==> config.mk <==
export PLATFORM = sky130hd
export DESIGN_NAME = dram_reset_sequencer
export DESIGN_NICKNAME = d
export VERILOG_FILES = /design/src/rtl/dram_rst_pkg.sv /design/src/rtl/dram_lock_filter.sv /design/src/rtl/dram_reset_sequencer.sv
export SDC_FILE = /design/constraint.sdc
export NUM_CORES = 1
export LEC_CHECK = 0
export ABC_AREA = 1
export CORE_ASPECT_RATIO = 0.75
export CORE_MARGIN = 4
export CORE_UTILIZATION = 63
export DETAILED_ROUTE_END_ITERATION = 16
export GPL_TIMING_DRIVEN = 1
export PLACE_DENSITY = 0.85
export SLEW_MARGIN = 20
export SYNTH_ARGS = -nofsm -noshare
export SYNTH_HDL_FRONTEND = slang
export SYNTH_SLANG_ARGS = --single-unit
==> constraint.sdc <==
create_clock -name clk_in -period 2.4 [get_ports clk_in]
set_input_delay 0.72 -clock clk_in [delete_from_list [all_inputs] [get_ports clk_in]]
set_output_delay 0.72 -clock clk_in [all_outputs]
set_load 0.02 [all_outputs]
==> src/rtl/dram_rst_pkg.sv <==
// Shared types and sizing helpers for the DRAM clock-domain reset sequencer.
package dram_rst_pkg;

    typedef enum logic [2:0] {
        WAIT_LOCK,
        STRETCH,
        RELEASE,
        CAL,
        READY,
        FAIL
    } seq_state_e;

    localparam int unsigned RELOCK_MAX = 255;

    // Width that can hold the terminal count itself, never less than one bit.
    function automatic int unsigned cnt_width(input int unsigned terminal);
        return (terminal < 2) ? 1 : $clog2(terminal + 1);
    endfunction

endpackage

==> src/rtl/dram_lock_filter.sv <==
// Two-flop synchroniser for the clock-manager lock, followed by a saturating
// run-length filter that only trusts lock after LOCK_FILTER high cycles.
module dram_lock_filter
    import dram_rst_pkg::*;
#(
    parameter int unsigned LOCK_FILTER = 4
) (
    input  logic clk_in,
    input  logic reset,
    input  logic lock_async_i,
    output logic lock_sync_o,
    output logic lock_ok_o
);

    localparam int unsigned   FW       = cnt_width(LOCK_FILTER);
    localparam logic [FW-1:0] FILT_MAX = FW'(LOCK_FILTER);

    logic [1:0]    sync_q;
    logic [FW-1:0] filt_q;
    logic [FW-1:0] filt_d;

    // NOTE: sequential state uses non-blocking assignments so every flop samples pre-edge values.
    always_ff @(posedge clk_in or posedge reset) begin
        if (reset) begin
            sync_q <= '0;
            filt_q <= '0;
        end else begin
            sync_q <= {sync_q[0], lock_async_i};
            filt_q <= filt_d;
        end
    end

    // NOTE: default assigned first so no path leaves filt_d unassigned and infers a latch.
    always_comb begin
        filt_d = filt_q;
        if (!sync_q[1]) begin
            filt_d = '0;
        end else if (filt_q != FILT_MAX) begin
            filt_d = filt_q + 1'b1;
        end
    end

    assign lock_sync_o = sync_q[1];
    // Drops in the same cycle the synchronised lock goes low.
    assign lock_ok_o   = sync_q[1] && (filt_q == FILT_MAX);

endmodule

==> src/rtl/dram_reset_sequencer.sv <==
// Staggered reset release, calibration hand-off and relock tracking for the
// DRAM clock domain. All outputs come straight from flops.
module dram_reset_sequencer
    import dram_rst_pkg::*;
#(
    parameter int unsigned CLK_FREQ       = 300,
    parameter int unsigned NUM_RST        = 3,
    parameter int unsigned LOCK_FILTER    = 4,
    parameter int unsigned STRETCH_CYCLES = 16,
    parameter int unsigned STAGE_GAP      = 8,
    parameter int unsigned CAL_TIMEOUT    = 65535
) (
    input  logic               clk_in,
    input  logic               reset,
    input  logic               clk_in_locked,
    output logic [NUM_RST-1:0] rst_out,
    output logic               cal_start,
    input  logic               cal_done,
    output logic               ready,
    output logic               cal_fail,
    output logic [7:0]         relock_count
);

    if (CLK_FREQ == 0 || NUM_RST < 1 || NUM_RST > 8 || LOCK_FILTER < 1 ||
        STRETCH_CYCLES < 1 || STAGE_GAP < 1) begin : g_bad_params
        $error("dram_reset_sequencer: parameter outside legal range");
    end

    // One phase counter is shared by STRETCH, RELEASE and CAL.
    localparam int unsigned   MAX_SG      = (STRETCH_CYCLES > STAGE_GAP) ? STRETCH_CYCLES : STAGE_GAP;
    localparam int unsigned   CNT_MAX     = (MAX_SG > CAL_TIMEOUT) ? MAX_SG : CAL_TIMEOUT;
    localparam int unsigned   CW          = cnt_width(CNT_MAX);
    localparam logic [CW-1:0] STRETCH_END = CW'(STRETCH_CYCLES);
    localparam logic [CW-1:0] GAP_END     = CW'(STAGE_GAP - 1);
    localparam logic [CW-1:0] CAL_END     = CW'(CAL_TIMEOUT);

    logic lock_sync;
    logic lock_ok;
    logic lock_lost;

    seq_state_e         state_q, state_d;
    logic [CW-1:0]      cnt_q, cnt_d;
    logic [NUM_RST-1:0] rst_q, rst_d;
    logic               cal_start_q, cal_start_d;
    logic               ready_q, ready_d;
    logic               cal_fail_q, cal_fail_d;
    logic [7:0]         relock_q, relock_d;
    logic               cal_done_q;

    dram_lock_filter #(
        .LOCK_FILTER (LOCK_FILTER)
    ) u_lock_filter (
        .clk_in       (clk_in),
        .reset        (reset),
        .lock_async_i (clk_in_locked),
        .lock_sync_o  (lock_sync),
        .lock_ok_o    (lock_ok)
    );

    assign lock_lost = (state_q != WAIT_LOCK) && !lock_sync;

    always_ff @(posedge clk_in or posedge reset) begin
        if (reset) begin
            state_q     <= WAIT_LOCK;
            cnt_q       <= '0;
            rst_q       <= '1;
            cal_start_q <= 1'b0;
            ready_q     <= 1'b0;
            cal_fail_q  <= 1'b0;
            relock_q    <= '0;
            cal_done_q  <= 1'b0;
        end else begin
            state_q     <= state_d;
            cnt_q       <= cnt_d;
            rst_q       <= rst_d;
            cal_start_q <= cal_start_d;
            ready_q     <= ready_d;
            cal_fail_q  <= cal_fail_d;
            relock_q    <= relock_d;
            cal_done_q  <= (state_q == CAL) && cal_done;
        end
    end

    always_comb begin
        state_d     = state_q;
        cnt_d       = cnt_q;
        rst_d       = rst_q;
        cal_start_d = 1'b0;
        ready_d     = ready_q;
        cal_fail_d  = cal_fail_q;
        relock_d    = relock_q;

        if (lock_lost) begin
            state_d    = WAIT_LOCK;
            cnt_d      = '0;
            rst_d      = '1;
            ready_d    = 1'b0;
            cal_fail_d = 1'b0;
            if (relock_q != 8'(RELOCK_MAX)) begin
                relock_d = relock_q + 8'd1;
            end
        end else begin
            unique case (state_q)
                WAIT_LOCK: begin
                    rst_d = '1;
                    cnt_d = '0;
                    if (lock_ok) begin
                        state_d = STRETCH;
                    end
                end
                STRETCH: begin
                    if (cnt_q == STRETCH_END) begin
                        state_d = RELEASE;
                        cnt_d   = '0;
                        rst_d   = rst_q << 1;
                    end else begin
                        cnt_d = cnt_q + 1'b1;
                    end
                end
                // Resets release as a thermometer from bit 0 upward, so no bit can re-assert alone.
                RELEASE: begin
                    if (rst_q == '0) begin
                        state_d     = CAL;
                        cnt_d       = '0;
                        cal_start_d = 1'b1;
                    end else if (cnt_q == GAP_END) begin
                        cnt_d = '0;
                        rst_d = rst_q << 1;
                    end else begin
                        cnt_d = cnt_q + 1'b1;
                    end
                end
                CAL: begin
                    if (cal_done_q) begin
                        state_d = READY;
                        ready_d = 1'b1;
                    end else if (cnt_q == CAL_END) begin
                        state_d    = FAIL;
                        cal_fail_d = 1'b1;
                    end else begin
                        cnt_d = cnt_q + 1'b1;
                    end
                end
                READY, FAIL: begin
                end
                default: begin
                    state_d = WAIT_LOCK;
                end
            endcase
        end
    end

    assign rst_out      = rst_q;
    assign cal_start    = cal_start_q;
    assign ready        = ready_q;
    assign cal_fail     = cal_fail_q;
    assign relock_count = relock_q;

endmodule

==> parameters.txt <==
Parameter                              Value

Logic synthesis
  Synthesis Warnings ... 0
  Share of synthesized registers carrying an async set or reset ... 100.0%
  Sequential share of the synthesized area ... 38.20%
  Area of the mapped netlist ... 2565 sq um
  Post-synth net total ... 389
  Post-synthesis area per instance ... 6.750 sq um
  Top flip-flop cell by instance count after synthesis ... sky130_fd_sc_hd__dfrtp_1
  Number of flip-flops and latches in the synthesized netlist ... 39
  Count of cell types in the netlist ... 32
  Post-synth EDFFs ... 0
  Synthesized instance count ... 380

Clock tree
  Clock tree from TritonCTS ... done
  Largest buffer count on any clock path ... 2
  Root buffer cell ... sky130_fd_sc_hd__clkbuf_8
  Count of buffers added by post-CTS timing repair for setup ... 0
  Number of buffers added to fix hold violations after cts ... 0
  H-tree levels ... 2
  Post-cts gate resize count ... 0
  Clk pin slew, worst setup/hold paths ... 0.08 ns
  Clock Latency Late Sink ... 0.30 ns
  Number of buffers created by CTS ... 5
  Clock sinks ... 39

Pwr
  Cell Pwr Density ... 837.8 nW/um^2
  Total design power ... 0.002400 W
  Max VDD drop ... 777.2 uV
  Leakage ... 1.564 nW

Routing
  Post-detailed-route DRC marker count ... 0
  Post-Route WL ... 6101 um
  Total via count in the routed design ... 2502
  Avg WL per Cell ... 13.53 um
  Routed vias/inst ... 5.548
  Routed Antenna Nets ... 0
  Starting DRT DRC Count ... 396
  1st-pass router iterations ... 8

Critical path
  Max stage delay cell, worst path ... sky130_fd_sc_hd__clkdlybuf4s50_1
  Kind of cell adding the most delay to the critical path ... buffers and inverters
  Category of the critical setup timing path ... register to output pin
  Capture point of the worst reg-to-reg path ... cnt_q[12]
  Start point of the critical path ... rst_out[1]
  Crit-path max cell delay ... 0.61 ns
  Flop-to-flop setup slack ... 0.45 ns
  Worst-case reg-to-reg path depth ... 10
  Worst reg2reg path startpoint ... rst_out[1]
  Maximum fanout along the worst path ... 4
  WP data required ... 1.68 ns
  Endpoint kind of the worst setup timing path ... output pin
  Startpoint kind of the worst setup timing path ... register
  Critical path cell sequence ... clkdlybuf4s50_1
  Arr. time, crit path ... 1.47 ns
  Buf+Inv Stages, Crit Path ... 1

Floorplan
  Effective utilization at floorplan ... 67.86%
  Die Span X ... 81.68 um
  Core area ... 3780 sq um
  Std-Cell Rows ... 19
  IO Pins ... 18
  Vertical die dimension ... 63.26 um
  Area of the die ... 5167 sq um

Global route
  Global-route wire length before repair ... 10440 um
  Maximum number of pins on one net before global-route repair ... 40
  GRT Util Overall ... 25.79%
  Vias in the first global route ... 2338
  Number of antenna violations at the first check in global routing ... 0
  Remaining Overflow, GRT ... 0

Timing
  Minimum period implied by the final worst setup slack ... 2.189 ns
  TNS Setup ... 0 ns
  Number of endpoints failing setup at the final stage ... 0
  Clock Skew ... 0.005029 ns
  Slew Limit Headroom ... 66.97%
  Max frequency ... 456.9 MHz
  Final Hold Violating Endpoints ... 0
  Unrepaired setup endpoints after global routing ... no
  Transition time at the pin with the least slew margin ... 0.4954 ns
  Count of final max-slew check failures ... 0
  Final critical-path share of the clock period ... 91.20%

Cells and area
  Most frequent standard cell in the layout excluding fill and tap cells ... sky130_fd_sc_hd__nand2_1
  Final net count ... 407
  Antenna fix cells ... 0
  Share of post-route cells with drive strength above 1 ... 7.268%
  Signed area change from the synthesized netlist to the final layout ... 11.71%
  Commonest cells after routing, fill and taps aside ... sky130_fd_sc_hd__nand2_1 (116), sky130_fd_sc_hd__inv_1 (54), sky130_fd_sc_hd__nor2_1 (42), sky130_fd_sc_hd__nand3_1 (42), sky130_fd_sc_hd__dfrtp_1 (36)
  Final core area utilization ... 75.80%

Placement
  Placer Congestion ... 0.9380
  Port Buffer Count ... 17
  Sum of net half-perimeters after detailed placement ... 4436 um

Hold path
  Hold EP ... u_lock_filter.sync_q[1]
  Worst hold path stage count ... 0
  Launch instance of the worst min-delay path ... u_lock_filter.sync_q[0]
  Kind of path behind the tightest hold check ... register to register

Flow run
  Reported max-cap violation count ... 0

Status
  Result of the run ... finished clean
==> sequential cells by signal, summed over array words and instances, names as in the netlist <==
signal,cells
ready,1
rst_out,3
u_lock_filter.filt_q,3
relock_count,8
state_q,3
cal_done_q,1
cal_start,1
u_lock_filter.sync_q,2
cnt_q,16
cal_fail,1
==> per-stage QoR <==
| stage | hold slack (ns) | setup slack (ns) | instances | area (sq um) |
|---|---|---|---|---|
| 3_3_place_gp | 0.3453 | 0.5542 | 443 | 2765 |
| 3_5_place_dp | 0.3347 | 0.5364 | 443 | 2765 |
| 5_1_grt | 0.3693 | 0.1770 | 451 | 2865 |
| 4_1_cts | 0.3570 | 0.2135 | 451 | 2865 |
| 2_1_floorplan | 0.3312 | 0.7952 | 380 | 2565 |
| 6_report | 0.3543 | 0.2113 | 451 | 2865 |
==> cells by family (layout without fill, tap and decap cells) <==
logic type	Yosys count	in the layout	share of synthesized area, %
xor+xnor	7	7	2.390
fa+ha+maj	5	5	2.439
compound gates	30	30	6.098
flops	39	39	38.20
buf+inv	72	91	11.27
simple gates	227	227	39.61
==> synth_stat cells (2+ instances only) <==
library cell               count  area share (%)
sky130_fd_sc_hd__nor3_1        4            0.78
sky130_fd_sc_hd__ha_1          5             2.4
sky130_fd_sc_hd__nand2_1     116              17
sky130_fd_sc_hd__dfrtp_1      36              35
sky130_fd_sc_hd__buf_2         4            0.78
sky130_fd_sc_hd__xor2_1        2            0.68
sky130_fd_sc_hd__a21oi_1       8             1.6
sky130_fd_sc_hd__nand4_1      11             2.7
sky130_fd_sc_hd__dfstp_2       3             3.1
sky130_fd_sc_hd__inv_1        54             7.9
sky130_fd_sc_hd__nor2_1       42             6.1
sky130_fd_sc_hd__clkinv_1      2            0.29
sky130_fd_sc_hd__nor2_2        2            0.49
sky130_fd_sc_hd__nand2_4       2            0.88
sky130_fd_sc_hd__inv_2         8             1.2
sky130_fd_sc_hd__o21ai_0       8             1.6
sky130_fd_sc_hd__nand3_1      42             8.2
sky130_fd_sc_hd__o21ai_1      11             2.1
sky130_fd_sc_hd__xnor2_1       5             1.7
sky130_fd_sc_hd__nor2_4        2            0.88
sky130_fd_sc_hd__nand3b_1      2            0.59
==> cell type report <==
| class | instances | area [sq um] |
|---|---|---|
| inverters | 65 | 246.5 |
| multi-input cells | 269 | 1296 |
| clock buffers | 8 | 100.1 |
| fillers | 283 | 914.6 |
| well taps | 52 | 65.06 |
| flip-flops and latches | 39 | 979.7 |
| repair buffers | 18 | 177.7 |
==> worst max-delay path by stage <==
stage | to | slack, ns | cells after the start
after floorplan | cal_done_q | 0.80 | 1
after global placement | rst_out[1] | 0.55 | 1
after detailed placement | rst_out[1] | 0.54 | 1
after CTS | rst_out[1] | 0.21 | 1
after global routing | rst_out[1] | 0.18 | 1
final | rst_out[1] | 0.21 | 1
==> metal layers <==
layer | track usage, % | share of wire, % | vias up
li1 | - | - | 1233
met1 | 35.11 | 43 | 1128
met2 | 40.35 | 46 | 124
met4 | 8.299 | 2.0 | 0
met3 | 5.983 | 8.8 | 17
met5 | 0 | 0 | -
==> power breakdown <==
| part | switching, W | internal, W |
|---|---|---|
| clock network | 0.000232 | 0.000262 |
| registers | 0.000126 | 0.000780 |
| logic | 0.000654 | 0.000345 |
Power figures use the tool's default switching activity.
